$ cat src/rtl/sigma_pkg.sv
// Shared types and mux encodings for the sigma multi-cycle controller.
package sigma_pkg;

  typedef enum logic [3:0] {
    ALU_ADD, ALU_SUB, ALU_SLL, ALU_SLT, ALU_SLTU,
    ALU_XOR, ALU_SRL, ALU_SRA, ALU_OR, ALU_AND
  } alu_op_e;

  typedef enum logic [2:0] {
    TYPE_R, TYPE_I, TYPE_S, TYPE_B, TYPE_U, TYPE_J
  } ins_type;

  typedef enum logic [6:0] {
    OPC_OP     = 7'b0110011,
    OPC_IMM    = 7'b0010011,
    OPC_LOAD   = 7'b0000011,
    OPC_STORE  = 7'b0100011,
    OPC_BRANCH = 7'b1100011,
    OPC_JAL    = 7'b1101111,
    OPC_LUI    = 7'b0110111
  } opcode_e;

  typedef enum logic [3:0] {
    ST_FETCH, ST_DECODE, ST_EXEC_R, ST_EXEC_I, ST_MEM_ADDR, ST_MEM_RD,
    ST_MEM_WR, ST_ALU_WB, ST_MEM_WB, ST_BRANCH, ST_JAL, ST_TRAP
  } state_e;

  localparam logic [1:0] SRCA_RS1   = 2'b00;
  localparam logic [1:0] SRCA_PC    = 2'b01;
  localparam logic [1:0] SRCA_OLDPC = 2'b10;
  localparam logic [1:0] SRCA_ZERO  = 2'b11;

  localparam logic [1:0] SRCB_RS2   = 2'b00;
  localparam logic [1:0] SRCB_IMM   = 2'b01;
  localparam logic [1:0] SRCB_FOUR  = 2'b10;

  localparam logic [1:0] WB_ALU     = 2'b00;
  localparam logic [1:0] WB_MEM     = 2'b01;
  localparam logic [1:0] WB_PC      = 2'b10;

  localparam logic [2:0] F3_WORD    = 3'b010;
  localparam logic [2:0] F3_BEQ     = 3'b000;
  localparam logic [2:0] F3_BNE     = 3'b001;

endpackage

$ cat src/rtl/sigma_alu_dec.sv
// funct3/funct7 to ALU operation decode, shared by register and immediate forms.
module sigma_alu_dec
  import sigma_pkg::*;
(
  input  logic [2:0] i_funct3,
  input  logic       i_funct7_b5,
  input  logic       i_is_r,
  output alu_op_e    o_alu_op
);

  always_comb begin
    o_alu_op = ALU_ADD;
    case (i_funct3)
      3'b000:  o_alu_op = (i_is_r && i_funct7_b5) ? ALU_SUB : ALU_ADD;
      3'b001:  o_alu_op = ALU_SLL;
      3'b010:  o_alu_op = ALU_SLT;
      3'b011:  o_alu_op = ALU_SLTU;
      3'b100:  o_alu_op = ALU_XOR;
      // funct7[5] selects arithmetic shift for both SRA and SRAI
      3'b101:  o_alu_op = i_funct7_b5 ? ALU_SRA : ALU_SRL;
      3'b110:  o_alu_op = ALU_OR;
      3'b111:  o_alu_op = ALU_AND;
      default: o_alu_op = ALU_ADD;
    endcase
  end

endmodule

$ cat src/rtl/sigma_ctrl_fsm.sv
// Multi-cycle RV32 subset control FSM with memory wait timeout and sticky trap.
//
// state     | meaning
// FETCH     | read instruction at PC, PC <= PC+4
// DECODE    | ALUOut <= oldPC+imm, dispatch on opcode
// EXEC_R    | register-register ALU op
// EXEC_I    | register-immediate ALU op, LUI as 0+U-imm
// MEM_ADDR  | ALUOut <= rs1+imm, check word access
// MEM_RD    | data read at ALUOut
// MEM_WR    | data write at ALUOut, retire
// ALU_WB    | write ALUOut to rd, retire
// MEM_WB    | write memory data to rd, retire
// BRANCH    | compare rs1-rs2, optional redirect, retire
// JAL       | rd <= PC, PC <= ALUOut, retire
// TRAP      | illegal instruction or bus error, held until reset
module sigma_ctrl_fsm
  import sigma_pkg::*;
#(
  parameter int unsigned MEM_TIMEOUT = 255
) (
  input  logic        clk,
  input  logic        rst_n,
  input  logic [31:0] instr,
  input  logic        zero,
  input  logic        mem_ready,
  output logic        mem_req,
  output logic        mem_we,
  output logic        addr_sel,
  output logic        ir_we,
  output logic        pc_we,
  output logic        pc_src,
  output logic [1:0]  alu_src_a,
  output logic [1:0]  alu_src_b,
  output alu_op_e     alu_op,
  output ins_type     imm_type,
  output logic        reg_we,
  output logic [1:0]  wb_sel,
  output logic        instr_done,
  output logic        trap
);

  localparam int WAIT_W = (MEM_TIMEOUT < 2) ? 1 : $clog2(MEM_TIMEOUT + 1);
  localparam logic [WAIT_W-1:0] LP_TIMEOUT = WAIT_W'(MEM_TIMEOUT);

  state_e            r_state;
  state_e            w_state_nxt;
  logic [WAIT_W-1:0] r_wait;
  logic [WAIT_W-1:0] w_wait_inc;
  logic              w_wait_hit;
  logic [6:0]        w_opcode;
  logic [2:0]        w_funct3;
  logic              w_is_r;
  logic              w_br_taken;
  alu_op_e           w_dec_op;
  logic              w_unused;

  assign w_opcode   = instr[6:0];
  assign w_funct3   = instr[14:12];
  assign w_is_r     = (r_state == ST_EXEC_R);
  assign w_br_taken = (w_funct3 == F3_BEQ) ? zero : !zero;
  assign w_unused   = ^{instr[31], instr[29:15], instr[11:7]};

  // Count includes the current stalled cycle, so the trap decision and a
  // late mem_ready are seen together and mem_ready takes priority.
  assign w_wait_inc = r_wait + WAIT_W'(1);
  assign w_wait_hit = (w_wait_inc == LP_TIMEOUT);

  sigma_alu_dec u_alu_dec (
    .i_funct3    (w_funct3),
    .i_funct7_b5 (instr[30]),
    .i_is_r      (w_is_r),
    .o_alu_op    (w_dec_op)
  );

  always_ff @(posedge clk or negedge rst_n) begin
    if (!rst_n) begin
      r_state <= ST_FETCH;
      r_wait  <= '0;
    end else begin
      r_state <= w_state_nxt;
      if (mem_req && !mem_ready) r_wait <= w_wait_inc;
      else                       r_wait <= '0;
    end
  end

  always_comb begin
    w_state_nxt = r_state;
    mem_req     = 1'b0;
    mem_we      = 1'b0;
    addr_sel    = 1'b0;
    ir_we       = 1'b0;
    pc_we       = 1'b0;
    pc_src      = 1'b0;
    alu_src_a   = SRCA_RS1;
    alu_src_b   = SRCB_RS2;
    alu_op      = ALU_ADD;
    imm_type    = TYPE_I;
    reg_we      = 1'b0;
    wb_sel      = WB_ALU;
    instr_done  = 1'b0;
    trap        = 1'b0;
    // Outputs are gated by rst_n so an in-flight request drops as soon as reset asserts.
    if (rst_n) begin
      case (r_state)
        ST_FETCH: begin
          mem_req   = 1'b1;
          alu_src_a = SRCA_PC;
          alu_src_b = SRCB_FOUR;
          if (mem_ready) begin
            ir_we       = 1'b1;
            pc_we       = 1'b1;
            w_state_nxt = ST_DECODE;
          end else if (w_wait_hit) begin
            w_state_nxt = ST_TRAP;
          end
        end
        ST_DECODE: begin
          alu_src_a = SRCA_OLDPC;
          alu_src_b = SRCB_IMM;
          case (w_opcode)
            OPC_OP:              w_state_nxt = ST_EXEC_R;
            OPC_IMM, OPC_LUI:    w_state_nxt = ST_EXEC_I;
            OPC_LOAD, OPC_STORE: w_state_nxt = ST_MEM_ADDR;
            OPC_BRANCH: begin
              imm_type    = TYPE_B;
              w_state_nxt = ST_BRANCH;
            end
            OPC_JAL: begin
              imm_type    = TYPE_J;
              w_state_nxt = ST_JAL;
            end
            default:             w_state_nxt = ST_TRAP;
          endcase
        end
        ST_EXEC_R: begin
          alu_op      = w_dec_op;
          w_state_nxt = ST_ALU_WB;
        end
        ST_EXEC_I: begin
          alu_src_b = SRCB_IMM;
          if (w_opcode == OPC_LUI) begin
            alu_src_a = SRCA_ZERO;
            imm_type  = TYPE_U;
          end else begin
            alu_op = w_dec_op;
          end
          w_state_nxt = ST_ALU_WB;
        end
        ST_MEM_ADDR: begin
          alu_src_b = SRCB_IMM;
          if (w_opcode == OPC_STORE) imm_type = TYPE_S;
          if (w_funct3 != F3_WORD)         w_state_nxt = ST_TRAP;
          else if (w_opcode == OPC_STORE)  w_state_nxt = ST_MEM_WR;
          else                             w_state_nxt = ST_MEM_RD;
        end
        ST_MEM_RD: begin
          mem_req  = 1'b1;
          addr_sel = 1'b1;
          if (mem_ready)       w_state_nxt = ST_MEM_WB;
          else if (w_wait_hit) w_state_nxt = ST_TRAP;
        end
        ST_MEM_WR: begin
          mem_req  = 1'b1;
          mem_we   = 1'b1;
          addr_sel = 1'b1;
          if (mem_ready) begin
            instr_done  = 1'b1;
            w_state_nxt = ST_FETCH;
          end else if (w_wait_hit) begin
            w_state_nxt = ST_TRAP;
          end
        end
        ST_ALU_WB: begin
          reg_we      = 1'b1;
          instr_done  = 1'b1;
          w_state_nxt = ST_FETCH;
        end
        ST_MEM_WB: begin
          reg_we      = 1'b1;
          wb_sel      = WB_MEM;
          instr_done  = 1'b1;
          w_state_nxt = ST_FETCH;
        end
        ST_BRANCH: begin
          alu_op   = ALU_SUB;
          imm_type = TYPE_B;
          if (w_funct3 == F3_BEQ || w_funct3 == F3_BNE) begin
            pc_we       = w_br_taken;
            pc_src      = 1'b1;
            instr_done  = 1'b1;
            w_state_nxt = ST_FETCH;
          end else begin
            w_state_nxt = ST_TRAP;
          end
        end
        ST_JAL: begin
          pc_we       = 1'b1;
          pc_src      = 1'b1;
          reg_we      = 1'b1;
          wb_sel      = WB_PC;
          instr_done  = 1'b1;
          w_state_nxt = ST_FETCH;
        end
        ST_TRAP: begin
          trap = 1'b1;
        end
        default: begin
          w_state_nxt = ST_TRAP;
        end
      endcase
    end
  end

endmodule
$ cat config.mk
export PLATFORM = sky130hd
export DESIGN_NAME = sigma_ctrl_fsm
export DESIGN_NICKNAME = d
export VERILOG_FILES = /design/src/rtl/sigma_pkg.sv /design/src/rtl/sigma_alu_dec.sv /design/src/rtl/sigma_ctrl_fsm.sv
export SDC_FILE = /design/constraint.sdc
export NUM_CORES = 1
export LEC_CHECK = 0
export CAP_MARGIN = 20
export CORE_ASPECT_RATIO = 0.8
export CORE_MARGIN = 5
export CORE_UTILIZATION = 38
export DETAILED_ROUTE_END_ITERATION = 10
export PLACE_DENSITY = 0.86
export REMOVE_ABC_BUFFERS = 1
export SYNTH_ARGS = -nofsm -noshare
export SYNTH_HDL_FRONTEND = slang
export SYNTH_SLANG_ARGS = --single-unit
export TNS_END_PERCENT = 10
$ cat constraint.sdc
create_clock -name clk -period 2.05 [get_ports clk]
set_clock_uncertainty 0.2 [all_clocks]
set_input_delay 0.41 -clock clk [delete_from_list [all_inputs] [get_ports clk]]
set_output_delay 0.41 -clock clk [all_outputs]
set_load 0.01 [all_outputs]
==> Flow_metrics.wiki <==
{| class="wikitable"
! Metric !! Value
|-
| Status || finished with violations
|-
| Violated checks || setup timing
|-
| Hold violation total from the final report || 0
|-
| Headroom to the max-slew limit || 68.6%
|-
| Synth Register Bits || 12
|-
| CTS Buffer Depth || 2
|-
| WHS || 325 ps
|-
| Final number of max-transition violations || 0
|-
| Netlist cell types || 51
|-
| Reg2reg setup slack || -90 ps
|-
| Max rail drop VDD || 0.000614 V
|-
| Number of remaining DRC errors || 0
|-
| CTS Buf Count || 3
|-
| Routability cong. || 0.847
|-
| Placeable core region || 3400 um2
|-
| Cell count after synthesis || 185
|-
| Number of synthesized flops with an enable pin || 0
|-
| Post-route core utilization || 69.7%
|-
| Vias per cell || 5.75
|-
| Beginning of the worst register-to-register path || r_state[1]
|-
| Final instance count without filler cells || 320
|-
| Smallest setup slack after layout || -173 ps
|-
| Reg2Reg Depth || 7
|-
| Residual antenna-violating net count after detailed routing || 0
|-
| Die Y || 62.7 um
|-
| Kind of critical path || flop to output pin
|-
| Top area cells in the synthesized netlist || dfrtp_1 23%, nor2_1 8.8%, a21oi_1 4.9%
|-
| Transition time of the tightest slew-check pin || 469 ps
|-
| Async set-reset flop share out of synthesis || between 90% and 100%
|-
| Count of pins on the block boundary || between 50 and 60
|-
| Post-placement cell count || 307
|-
| Number of nets in the final layout || 318
|-
| Post-route fraction of the period consumed by the critical path || 108%
|-
| DP HPWL || 3490 um
|-
| Arrival time at the worst endpoint || 1610 ps
|-
| Kind of launch point of the worst setup path || flop
|-
| # diodes || 0
|-
| Most frequent cells in the layout || 54 x buf_4, 23 x nor2_1, 21 x buf_2
|-
| Via count of the first global-routing pass || ~1800
|-
| Critical path capture point type || output pin
|-
| Mean post-synth cell area || roughly 7.1 um2
|-
| Commonest register cell after synthesis || dfrtp_1
|-
| Biggest area consumer among synthesized cells || dfrtp_1
|-
| Initial antenna violation count || 0
|-
| Buffer cell driving the clock tree root || clkbuf_8
|-
| Peak fanout along the critical path || 4
|-
| Reg-to-reg endpoint || r_state[1]
|-
| Clock latency on the worst-skew pair || 240 ps
|-
| Starting density of the core || 38.8%
|-
| WL/cell || 16.8 um
|-
| H-tree Lvls || 1
|-
| Cell Area, Synth || 1320 um2
|-
| HP Class || primary input to asynchronous set/reset pin
|-
| Critical Path End || imm_type[0]
|-
| CTS tree || done
|-
| Power consumption || 2.52 mW
|-
| Die outline area || 4760 um2
|-
| Fraction of synthesized cell area taken by the top area cell type || 22.7%
|-
| Most frequent standard cell in the layout excluding fill and tap cells || buf_4
|-
| Routed wire length || 5370 um
|-
| Via total after detailed routing || 1840
|-
| Sinks on the clock net || 12
|-
| Drt first-iter violations || 123
|-
| Layout overhead on the synthesized area || 79.4%
|-
| Peak clock frequency supported by timing || 0.450 GHz
|-
| Unrepaired setup endpoints after global routing || yes
|-
| Setup violations, final || 15
|-
| Count of yosys warnings during synthesis || 0
|-
| Horizontal extent of the die || approximately 76 um
|-
| Power density relative to cell area || approximately 1100 nW/um2
|-
| Crit path from || r_state[3]
|-
| Static Leak || 1.05 nW
|-
| Max-capacitance violation count || 0
|-
| Crit path required time || 1440 ps
|-
| Port Buffers || 36
|-
| Number of iterations in the first detailed-routing pass || 4
|-
| First-pass GRT wire length || 8530 um
|-
| FILL cells || 261
|-
| Crit path time final || 2220 ps
|-
| Total gr overflow || 0
|-
| Share of final-layout standard cells stronger than drive strength 1 || 49.6%
|-
| CTS clk-pin slew, worst paths || 50 ps
|-
| Row count || 19
|-
| Maximum number of pins on one net before global-route repair || 22
|-
| Total Routing Usage GR || 23.0%
|-
| Sequential element share of the synthesized area || 22.7%
|}
## worst max-delay path: stages (launching register included)
cell and delay (ps):
dfrtp_1 430, buf_4 170, nor4b_4 290, o21ai_2 110
a211o_1 230, buf_2 140
## per-stage QoR
stage	TNS, ps	area [um2]	setup WS, ps
after floorplan	-169	1270	-132
after global placement	-14740	2090	-764
after detailed placement	-15490	2090	-781
after CTS	-1270	2290	-151
after global routing	-2590	2370	-242
final	-1520	2370	-173
## sequential cells by signal, summed over array words and instances (netlist names)
name / flops
r_wait: 8
r_state: 4
## final cells by class
class                   instances  area (um2)  share of cell area, %
multi-input cells             159        1170                   49.3
repair buffers                100         787                   33.2
flip-flops and latches         12         304                   12.8
well taps                      42        52.6                   2.22
clock buffers                   3        41.3                   1.74
inverters                       4        15.0                  0.634
## power by group
| group | switching (mW) | leakage (nW) | internal (mW) |
|---|---|---|---|
| clock | 0.0815 | 0.0216 | 0.129 |
| combinational | 0.968 | 0.877 | 0.972 |
| sequential | 0.0882 | 0.155 | 0.286 |
## repair_timing
| action | CTS | global route |
|---|---|---|
| setup buffers | 7 | 3 |
| pin swaps | 23 | 5 |
| hold buffers | 0 | 0 |
| setup endpoints to repair | 26 | 28 |
| gates resized for setup | 156 | 18 |
## cell families after synthesis
logic type	after synthesis	share of synthesized area [%]
AO/OA/AOI/OAI	46	24.3
XOR/XNOR	7	4.64
adder cells (fa/ha/maj)	2	1.90
buffers and inverters	14	4.93
flip-flops	12	22.7
multiplexers	2	1.61
AND/OR/NAND/NOR	102	39.9
## synthesized netlist by cell type (3+ instances only)
cell type  number
nor3_1          4
nand2_1        16
nor2b_1         8
nand3_1        13
nor2_1         31
clkbuf_1        4
nand2b_1        6
inv_1           4
and3_1          5
a21oi_1        13
xor2_1          5
buf_2           4
a41oi_1         3
dfrtp_1        12
nand4b_1        3
o21ai_0        10
## routing by layer
layer | vias up | track usage [%] | routed length, um
li1 | 866 | - | -
met1 | 873 | 28.7 | 2180
met2 | 76 | 37.2 | 2630
met3 | 25 | 4.18 | 323
met4 | 0 | 11.4 | 238
met5 | - | 0 | 0
## worst min-delay path by stage
stage | endpoint | slack, ps
after floorplan | r_state[0] | -90
after global placement | r_wait[0] | 310
after detailed placement | r_wait[0] | 320
after CTS | r_state[2] | 310
after global routing | r_state[2] | 340
final | r_wait[5] | 330
(Power assumes the default switching activity.)
